--- src/rtl/kb_digit_entry_if.sv ---
// kb_digit_entry_if
//  Groups the key-code FIFO handshake and the index/display outputs of
//  kb_digit_entry into a single bundle.
//  master : upstream FIFO / consumer side (drives FIFO status and key code)
//  slave  : kb_digit_entry side (pops codes, drives index, ticks, display)
//  Signals:
//    kb_buf_empty  FIFO empty flag (first-word-fall-through)
//    key_code      head-of-FIFO scan code, valid when kb_buf_empty=0
//    rd_key_code   pop strobe back to the FIFO
//    idx           last committed index
//    idx_tick      one-cycle pulse when idx updates
//    err_tick      one-cycle pulse on a rejected key or entry
//    d_tens/d_ones BCD digits of the entry in progress
//    ndig          number of digits currently entered (0..2)
interface kb_digit_entry_if #(
  parameter int W = 6
);
  logic         kb_buf_empty;
  logic [7:0]   key_code;
  logic         rd_key_code;
  logic [W-1:0] idx;
  logic         idx_tick;
  logic         err_tick;
  logic [3:0]   d_tens;
  logic [3:0]   d_ones;
  logic [1:0]   ndig;

  modport master (
    output kb_buf_empty, key_code,
    input  rd_key_code, idx, idx_tick, err_tick, d_tens, d_ones, ndig
  );

  modport slave (
    input  kb_buf_empty, key_code,
    output rd_key_code, idx, idx_tick, err_tick, d_tens, d_ones, ndig
  );
endinterface

--- src/rtl/kb_digit_entry.sv ---
// kb_digit_entry
//  Pops PS/2 set-2 make codes from the kb_code FIFO and assembles a one or
//  two digit decimal index. Backspace removes the last digit, Esc clears the
//  entry, Enter commits it. A committed value above MAX_IDX is rejected with
//  err_tick; an accepted one updates idx and pulses idx_tick.
//  Ports:
//    clk    system clock, all state on rising edge
//    reset  asynchronous, active-low reset
//    bus    kb_digit_entry_if slave modport (FIFO handshake, idx, ticks,
//           display digits, digit count)
module kb_digit_entry #(
  parameter int W       = 6,
  parameter int MAX_IDX = 40
) (
  input  logic             clk,
  input  logic             reset,
  kb_digit_entry_if.slave  bus
);

  typedef enum logic [1:0] {
    S_EMPTY = 2'd0,
    S_ONE   = 2'd1,
    S_TWO   = 2'd2
  } state_e;

  localparam logic [6:0] MAX_V = 7'(MAX_IDX);

  state_e       state_q;
  logic [W-1:0] idx_q;
  logic         idx_tick_q;
  logic         err_tick_q;
  logic [3:0]   tens_q;
  logic [3:0]   ones_q;

  logic         pop;
  logic         is_digit;
  logic [3:0]   digit;
  logic         is_enter;
  logic         is_bksp;
  logic         is_esc;
  logic [6:0]   value;

  // The FIFO is first-word-fall-through, so the head code is consumed in the
  // same cycle it is popped; no pop is issued while reset is held.
  assign pop = reset & ~bus.kb_buf_empty;

  always_comb begin
    is_digit = 1'b1;
    digit    = 4'd0;
    case (bus.key_code)
      8'h45:   digit = 4'd0;
      8'h16:   digit = 4'd1;
      8'h1E:   digit = 4'd2;
      8'h26:   digit = 4'd3;
      8'h25:   digit = 4'd4;
      8'h2E:   digit = 4'd5;
      8'h36:   digit = 4'd6;
      8'h3D:   digit = 4'd7;
      8'h3E:   digit = 4'd8;
      8'h46:   digit = 4'd9;
      default: is_digit = 1'b0;
    endcase
  end

  assign is_enter = (bus.key_code == 8'h5A);
  assign is_bksp  = (bus.key_code == 8'h66);
  assign is_esc   = (bus.key_code == 8'h76);

  // tens*10 + ones without a multiplier; tens_q is zero in S_ONE so the same
  // expression serves single-digit entries.
  assign value = ({3'b000, tens_q} << 3) + ({3'b000, tens_q} << 1) + {3'b000, ones_q};

  always_ff @(posedge clk or negedge reset) begin
    if (!reset) begin
      state_q    <= S_EMPTY;
      idx_q      <= '0;
      idx_tick_q <= 1'b0;
      err_tick_q <= 1'b0;
      tens_q     <= 4'd0;
      ones_q     <= 4'd0;
    end else begin
      idx_tick_q <= 1'b0;
      err_tick_q <= 1'b0;
      if (pop) begin
        case (state_q)
          S_EMPTY: begin
            // Edits and Enter on an empty entry are silently ignored.
            if (is_digit) begin
              state_q <= S_ONE;
              ones_q  <= digit;
              tens_q  <= 4'd0;
            end
          end
          S_ONE: begin
            if (is_digit) begin
              state_q <= S_TWO;
              tens_q  <= ones_q;
              ones_q  <= digit;
            end else if (is_bksp || is_esc) begin
              state_q <= S_EMPTY;
              tens_q  <= 4'd0;
              ones_q  <= 4'd0;
            end else if (is_enter) begin
              if (value <= MAX_V) begin
                idx_q      <= value[W-1:0];
                idx_tick_q <= 1'b1;
              end else begin
                err_tick_q <= 1'b1;
              end
              state_q <= S_EMPTY;
              tens_q  <= 4'd0;
              ones_q  <= 4'd0;
            end
          end
          S_TWO: begin
            if (is_digit) begin
              // No room for a third digit: flag it, keep the entry.
              err_tick_q <= 1'b1;
            end else if (is_bksp) begin
              state_q <= S_ONE;
              ones_q  <= tens_q;
              tens_q  <= 4'd0;
            end else if (is_esc) begin
              state_q <= S_EMPTY;
              tens_q  <= 4'd0;
              ones_q  <= 4'd0;
            end else if (is_enter) begin
              if (value <= MAX_V) begin
                idx_q      <= value[W-1:0];
                idx_tick_q <= 1'b1;
              end else begin
                err_tick_q <= 1'b1;
              end
              state_q <= S_EMPTY;
              tens_q  <= 4'd0;
              ones_q  <= 4'd0;
            end
          end
          default: begin
            state_q <= S_EMPTY;
            tens_q  <= 4'd0;
            ones_q  <= 4'd0;
          end
        endcase
      end
    end
  end

  assign bus.rd_key_code = pop;
  assign bus.idx         = idx_q;
  assign bus.idx_tick    = idx_tick_q;
  assign bus.err_tick    = err_tick_q;
  assign bus.d_tens      = tens_q;
  assign bus.d_ones      = ones_q;
  // The state encoding is the digit count.
  assign bus.ndig        = state_q;

endmodule

--- src/flat_wrapper.sv ---
// flat-port wrapper written by rule: the top's interface ports become plain ports
module kb_digit_entry_flat 
#(
  parameter int W       = 6,
  parameter int MAX_IDX = 40
)
  (clk, reset, bus_kb_buf_empty, bus_key_code, bus_rd_key_code, bus_idx, bus_idx_tick, bus_err_tick, bus_d_tens, bus_d_ones, bus_ndig);
  kb_digit_entry_if #(.W(W)) bus_i ();
  input  logic clk;
  input  logic reset;
  input wire logic [$bits(bus_i.kb_buf_empty)-1:0] bus_kb_buf_empty;
  input wire logic [$bits(bus_i.key_code)-1:0] bus_key_code;
  output wire logic [$bits(bus_i.rd_key_code)-1:0] bus_rd_key_code;
  output wire logic [$bits(bus_i.idx)-1:0] bus_idx;
  output wire logic [$bits(bus_i.idx_tick)-1:0] bus_idx_tick;
  output wire logic [$bits(bus_i.err_tick)-1:0] bus_err_tick;
  output wire logic [$bits(bus_i.d_tens)-1:0] bus_d_tens;
  output wire logic [$bits(bus_i.d_ones)-1:0] bus_d_ones;
  output wire logic [$bits(bus_i.ndig)-1:0] bus_ndig;
  assign bus_i.kb_buf_empty = bus_kb_buf_empty;
  assign bus_i.key_code = bus_key_code;
  assign bus_rd_key_code = bus_i.rd_key_code;
  assign bus_idx = bus_i.idx;
  assign bus_idx_tick = bus_i.idx_tick;
  assign bus_err_tick = bus_i.err_tick;
  assign bus_d_tens = bus_i.d_tens;
  assign bus_d_ones = bus_i.d_ones;
  assign bus_ndig = bus_i.ndig;
  kb_digit_entry #(.W(W), .MAX_IDX(MAX_IDX)) u_core (.clk(clk), .reset(reset), .bus(bus_i));
endmodule
--- config.mk ---
export PLATFORM = sky130hd
export DESIGN_NAME = kb_digit_entry_flat
export DESIGN_NICKNAME = d
export VERILOG_FILES = /design/src/rtl/kb_digit_entry_if.sv /design/src/rtl/kb_digit_entry.sv /design/src/flat_wrapper.sv
export SDC_FILE = /design/constraint.sdc
export NUM_CORES = 1
export LEC_CHECK = 0
export CORE_UTILIZATION = 51
export CTS_CLUSTER_SIZE = 14
export DETAILED_ROUTE_END_ITERATION = 10
export PLACE_DENSITY = 0.79
export SYNTH_ARGS = -nofsm -noshare
export SYNTH_HDL_FRONTEND = slang
export SYNTH_SLANG_ARGS = --single-unit
--- constraint.sdc ---
create_clock -name clk -period 3.2 [get_ports clk]
set_input_delay 0.64 -clock clk [delete_from_list [all_inputs] [get_ports clk]]
set_output_delay 0.64 -clock clk [all_outputs]
set_load 0.03 [all_outputs]
Word-level counts from Yosys, hierarchy flattened

Cells that the tools add are included.

Logic and storage cells: 90
Bits in registers: 18
Bits of input ports: 11

Bitwise operators: 2
$add $sub $neg: 2
$lt $le $gt $ge: 1
Reductions and logical operators: 6
Eq/ne operators: 21
Multiplexer cells: 52

Operators by type and width:

| operator                                                        | number |
|---|---|
| 2-to-1 mux 4 bit                                                | 14 |
| equality test 8 x 6 -> 1 bit (second input constant)            | 6 |
| 2-to-1 mux 6 bit                                                | 7 |
| equality test 8 x 7 -> 1 bit (second input constant)            | 5 |
| case mux 4 bit (9 select lines)                                 | 1 |
| case mux 4 bit (3 select lines)                                 | 2 |
| 2-to-1 mux 1 bit                                                | 17 |
| equality test 8 x 5 -> 1 bit (second input constant)            | 2 |
| 2-to-1 mux 2 bit                                                | 7 |
| case mux 6 bit (2 select lines)                                 | 1 |
| inequality test 2 bit (second input constant)                   | 5 |
| OR reduction 10 bit                                             | 1 |
| adder 7 x 4 -> 7 bit                                            | 1 |
| adder 7 x 5 -> 7 bit                                            | 1 |
| less-or-equal comparator 7 x 6 -> 1 bit (second input constant) | 1 |
| AND reduction 7 bit                                             | 1 |
| case mux 2 bit (3 select lines)                                 | 1 |
| case mux 1 bit (2 select lines)                                 | 2 |
| AND reduction 3 bit                                             | 1 |
| equality test 2 x 1 -> 1 bit (second input constant)            | 1 |
| equality test 2 bit (second input constant)                     | 1 |
| logical NOT 2 bit                                               | 1 |
| inequality test 2 x 1 -> 1 bit (second input constant)          | 1 |
| nonzero test 2 bit                                              | 1 |
| other kinds (3)                                                 | 3 |

Logic depth before layout (Yosys ltp)

Depth in word-level cells: 10
Depth in mapped cells: 10

Worst setup path before layout

OpenSTA, ideal clock, no wires.

Kind: register to register
From: reg u_core.ones_q[3] (netlist: u_core.bus.d_ones[3])
To: reg u_core.idx_q[0] (netlist: u_core.bus.idx[0])
Stages on the path, launching flop included: 10
Slack: 0.199 ns
Setup time: 0.125 ns
Path buffers: 0
Data arrival time: 2.876 ns
Cells stage by stage: dfrtp_1 > inv_1 > fa_1 > fa_1 > nor2b_1 > o21ai_0 > a21boi_0 > o2bb2ai_1 > nor3_2 > mux2_2

Word-level cells in the longest chain between the ends: 8
Elaborated cells between the ends (all ways): 10
Classes of those cells: add/sub (1); order compare (1); mux (8)

Ends and longest elaborated chain:

| element                                     | RTL line                                     | RTL |
|---|---|---|
| from (decl)                                 | kb_digit_entry.sv:33                         | `logic [3:0] ones_q;` |
| from (signal assigned)                      | kb_digit_entry.sv:90                         | `ones_q <= digit;` |
| from (signal assigned)                      | kb_digit_entry.sv:98                         | `ones_q <= digit;` |
| from (signal assigned)                      | kb_digit_entry.sv:121                        | `ones_q <= tens_q;` |
| adder 7 x 4 -> 7 bit (*)                    | kb_digit_entry.sv:71                         | `assign value = ({3'b000, tens_q} << 3) + ({3'b000, tens_q} << 1) + {3'b000, ones_q};` |
| less-or-equal comparator 7 x 6 -> 1 bit (*) | kb_digit_entry.sv:104, kb_digit_entry.sv:128 |  |
| 2-to-1 mux 6 bit (*) (2 in series)          | -                                            |  |
| 2-to-1 mux 6 bit (3 in series)              | -                                            |  |
| case mux 6 bit (2 select lines) (*)         | -                                            |  |
| to (signal assigned)                        | kb_digit_entry.sv:105                        | `idx_q <= value[W-1:0];` |
| to (signal assigned)                        | kb_digit_entry.sv:129                        | `idx_q <= value[W-1:0];` |
| to (decl)                                   | kb_digit_entry.sv:29                         | `logic [W-1:0] idx_q;` |

Every way passes the cells marked *; elsewhere a longest branch is shown, timed or not. The select of a mux whose other input is x is not followed.
A chain may end at the register's enable or synchronous reset.

Final worst setup path

From: reg u_core.ones_q[3] (netlist: u_core.bus.d_ones[3])
To: reg u_core.idx_q[2] (netlist: u_core.bus.idx[2])

The elaborated chain is that of the path after synthesis.

==> run summary <==
outcome: completed
YS warnings: 0
Min-Delay Path Class: reg -> reg
Die W: 55.46 microns
Crit-path slowest cell: fa_1
worst reg2reg path depth: 10
final slew viol count: 0
buffer and inverter count on the worst path: 2
Avg WL per Cell: 16.58 microns
GP Congestion: 1.032
asr flop ratio synth: 100.0%
Final Util: 66.64%
CTS max path bufs: 2
Inst Count DP: 210
most common cell after layout, fill and taps aside: clkdlybuf4s50_1
Die Ht: 55.46 microns
number of global-route vias before repair: 1,373
Via density: 6.037
CTS buffer count: 3
Crit path largest cell delay: 530 ps
hold depth: 1
CTS Sinks: 18
first-pass GRT wire length: 6458 microns
Finished Layout Cells: 214
actual slew at the worst max-slew pin: 619.1 ps
drt drc: 0
antenna violations before repair: 0
CP endpoint kind: flip-flop
Initial Util: 53.32%
largest net degree at the start of global routing: 19
Final nets: 208
fmax: 0.3458 GHz
reg-to-reg endpoint: u_core.bus.idx[2]$_DFFE_PN0P_
Yosys cell types: 50
max cap viols: 0
final hold slack: 527.5 ps
Die Footprint: 3076 sq um
IO Pins: 30
post-cts resize count: 0
row count: 19
FF-to-FF Start: u_core.bus.d_ones[3]$_DFFE_PN0P_
diodes inserted: 0
CP Cell Sequence: inv_1 -> fa_1 -> fa_1 -> nor2b_1 -> o21ai_0 -> a21boi_0 -> o2bb2ai_1 -> nor3_2 -> buf_4 -> mux2_2
worst reg2reg setup slack: 310 ps
TritonCTS clock tree: yes
layout cells sized above 1: 12.57%
Final Power: 0.8414 mW
Worst Skew: 5.079 ps
worst skew pair latency: 300 ps
worst vdd ir: 0.4895 mV
syn nets: 174
Crit path max-delay family: adder cells
initial drt markers: 53
Critical Path Most Common Cell: fa_1
All-Layer GR Usage: 26.28%
arrival time worst endpoint: 3080 ps
setup bufs post-CTS: 0
Post-synth EDFFs: 0
First-pass DRT Iterations: 4
Leak Pwr: 0.8083 nW
Area Overhead vs Synth: 24.98%
RSZ-0062 raised after global routing: no
Most used DFF post-synth: dfrtp_1
DRT Wirelength: 3548 microns
Vias: 1,292
Hold-fix buffers, CTS: 0
Final ANT Viol Nets: 0
post-synthesis sequential area ratio: 30.90%
GRT overflow: 0
CORE AREA: 2734 sq um
port buffer count: 29
# H-tree levels: 1
Slew headroom: 58.35%
Endpoint, Worst Hold: u_core.bus.idx[0]$_DFFE_PN0P_
hold_sp: u_core.bus.idx[0]$_DFFE_PN0P_
Post-Syn Area: 1458 sq um
startpoint types: flip-flop
CP required: 3390 ps
Setup Viol. Count Final: 0
clock transition at the registers of the reported paths: 110 ps
most frequent cells in the layout: clkdlybuf4s50_1 (28), dfrtp_1 (18), inv_1 (17), ha_1 (11), nand2_1 (7)
Tcrit/Tclk final: 90.38%
Worst Path Max Fanout: 7
Setup TNS: 0 ps
fin crit period: 2892 ps
number of synthesized register bits: 18
WS Path Type: reg -> reg
pwr dens: 461.9 nW/um^2
syn avg cell area: 9.718 sq um
Post-DP HPWL: 2797 microns
Syn Inst Count: 150
Final Hold Viols: 0
clk root buf: clkbuf_4
[cell families (layout without fill, tap and decap cells)]
group	count (synthesis)	in the layout	synth area share (%)
mux	9	9	6.524
compound gates	41	41	23.43
buf+inv	22	55	6.867
simple gates	42	42	17.08
xor+xnor	5	5	3.004
flops	18	18	30.90
fa+ha+maj	13	13	12.19
[Yosys cell counts, types with 2 or more instances]
library cell  number  area [sq um]
dfrtp_1           18         450.4
inv_1             17         63.81
ha_1              11         137.6
nand2_1            7         26.28
nor2_1             6         22.52
a21oi_1            5         25.02
a22o_1             5         43.79
mux2i_1            5         50.05
nand2b_1           5         31.28
o2bb2ai_1          5         43.79
mux2_2             4         45.04
nor3_1             4         20.02
o21ai_0            4         20.02
xnor2_1            4         35.03
and2_1             3         18.77
nor4_1             3         18.77
a2111oi_4          2         55.05
a21o_1             2         15.01
a22oi_1            2         15.01
a31oi_1            2         12.51
and3_1             2         12.51
buf_2              2         10.01
buf_4              2         15.01
fa_1               2         40.04
o22ai_1            2         12.51
or3_1              2         12.51
[power breakdown]
group	total (mW)	leakage (nW)	switching [mW]	internal (mW)
Combinational	0.413	0.549	0.244	0.170
Sequential	0.284	0.238	0.0334	0.251
Clock	0.144	0.0210	0.0742	0.0694
[how the worst max path moves through the flow]
stage | start | endpoint | slack (ps) | cells after the start
2_1_floorplan | u_core.bus.d_ones[3]$_DFFE_PN0P_ | u_core.bus.idx[0]$_DFFE_PN0P_ | 200 | 9
3_3_place_gp | bus_key_code[3] | u_core.bus.d_tens[1]$_DFFE_PN0P_ | 280 | 7
3_5_place_dp | bus_key_code[7] | u_core.bus.d_tens[2]$_DFFE_PN0P_ | 210 | 7
4_1_cts | u_core.bus.d_ones[3]$_DFFE_PN0P_ | u_core.bus.idx[2]$_DFFE_PN0P_ | 280 | 10
5_1_grt | u_core.bus.d_ones[3]$_DFFE_PN0P_ | u_core.bus.idx[2]$_DFFE_PN0P_ | 20 | 10
6_report | u_core.bus.d_ones[3]$_DFFE_PN0P_ | u_core.bus.idx[2]$_DFFE_PN0P_ | 310 | 10
[metal layers]
metal | track usage (%) | share of wire (%)
met1 | 31.77 | 44
met2 | 47.33 | 51
met3 | 3.981 | 5.1
met4 | 8.929 | 0.70
met5 | 0 | 0
[final cells by class]
class,count,area (sq um)
Tap cell,31,38.79
Fill cell,231,912.1
Sequential cell,18,450.4
Clock buffer,4,36.28
Inverter,17,63.81
Multi-Input combinational cell,110,907.1
Timing Repair Buffer,34,325.3
[stage by stage]
stage               setup slack [ps]  cell area (sq um)
finish                         307.8               1822
global placement               281.6               1785
floorplan                      199.1               1458
global route                   16.22               1822
detailed placement             212.5               1785
CTS                            284.8               1822
[registers in the layout (all words and copies together), names as in the netlist]
register	flops
u_core.bus.err_tick	1
u_core.bus.d_tens	4
u_core.bus.idx	6
u_core.bus.d_ones	4
u_core.bus.ndig	2
u_core.bus.idx_tick	1
Note: power is estimated with default switching activity, not from simulation.
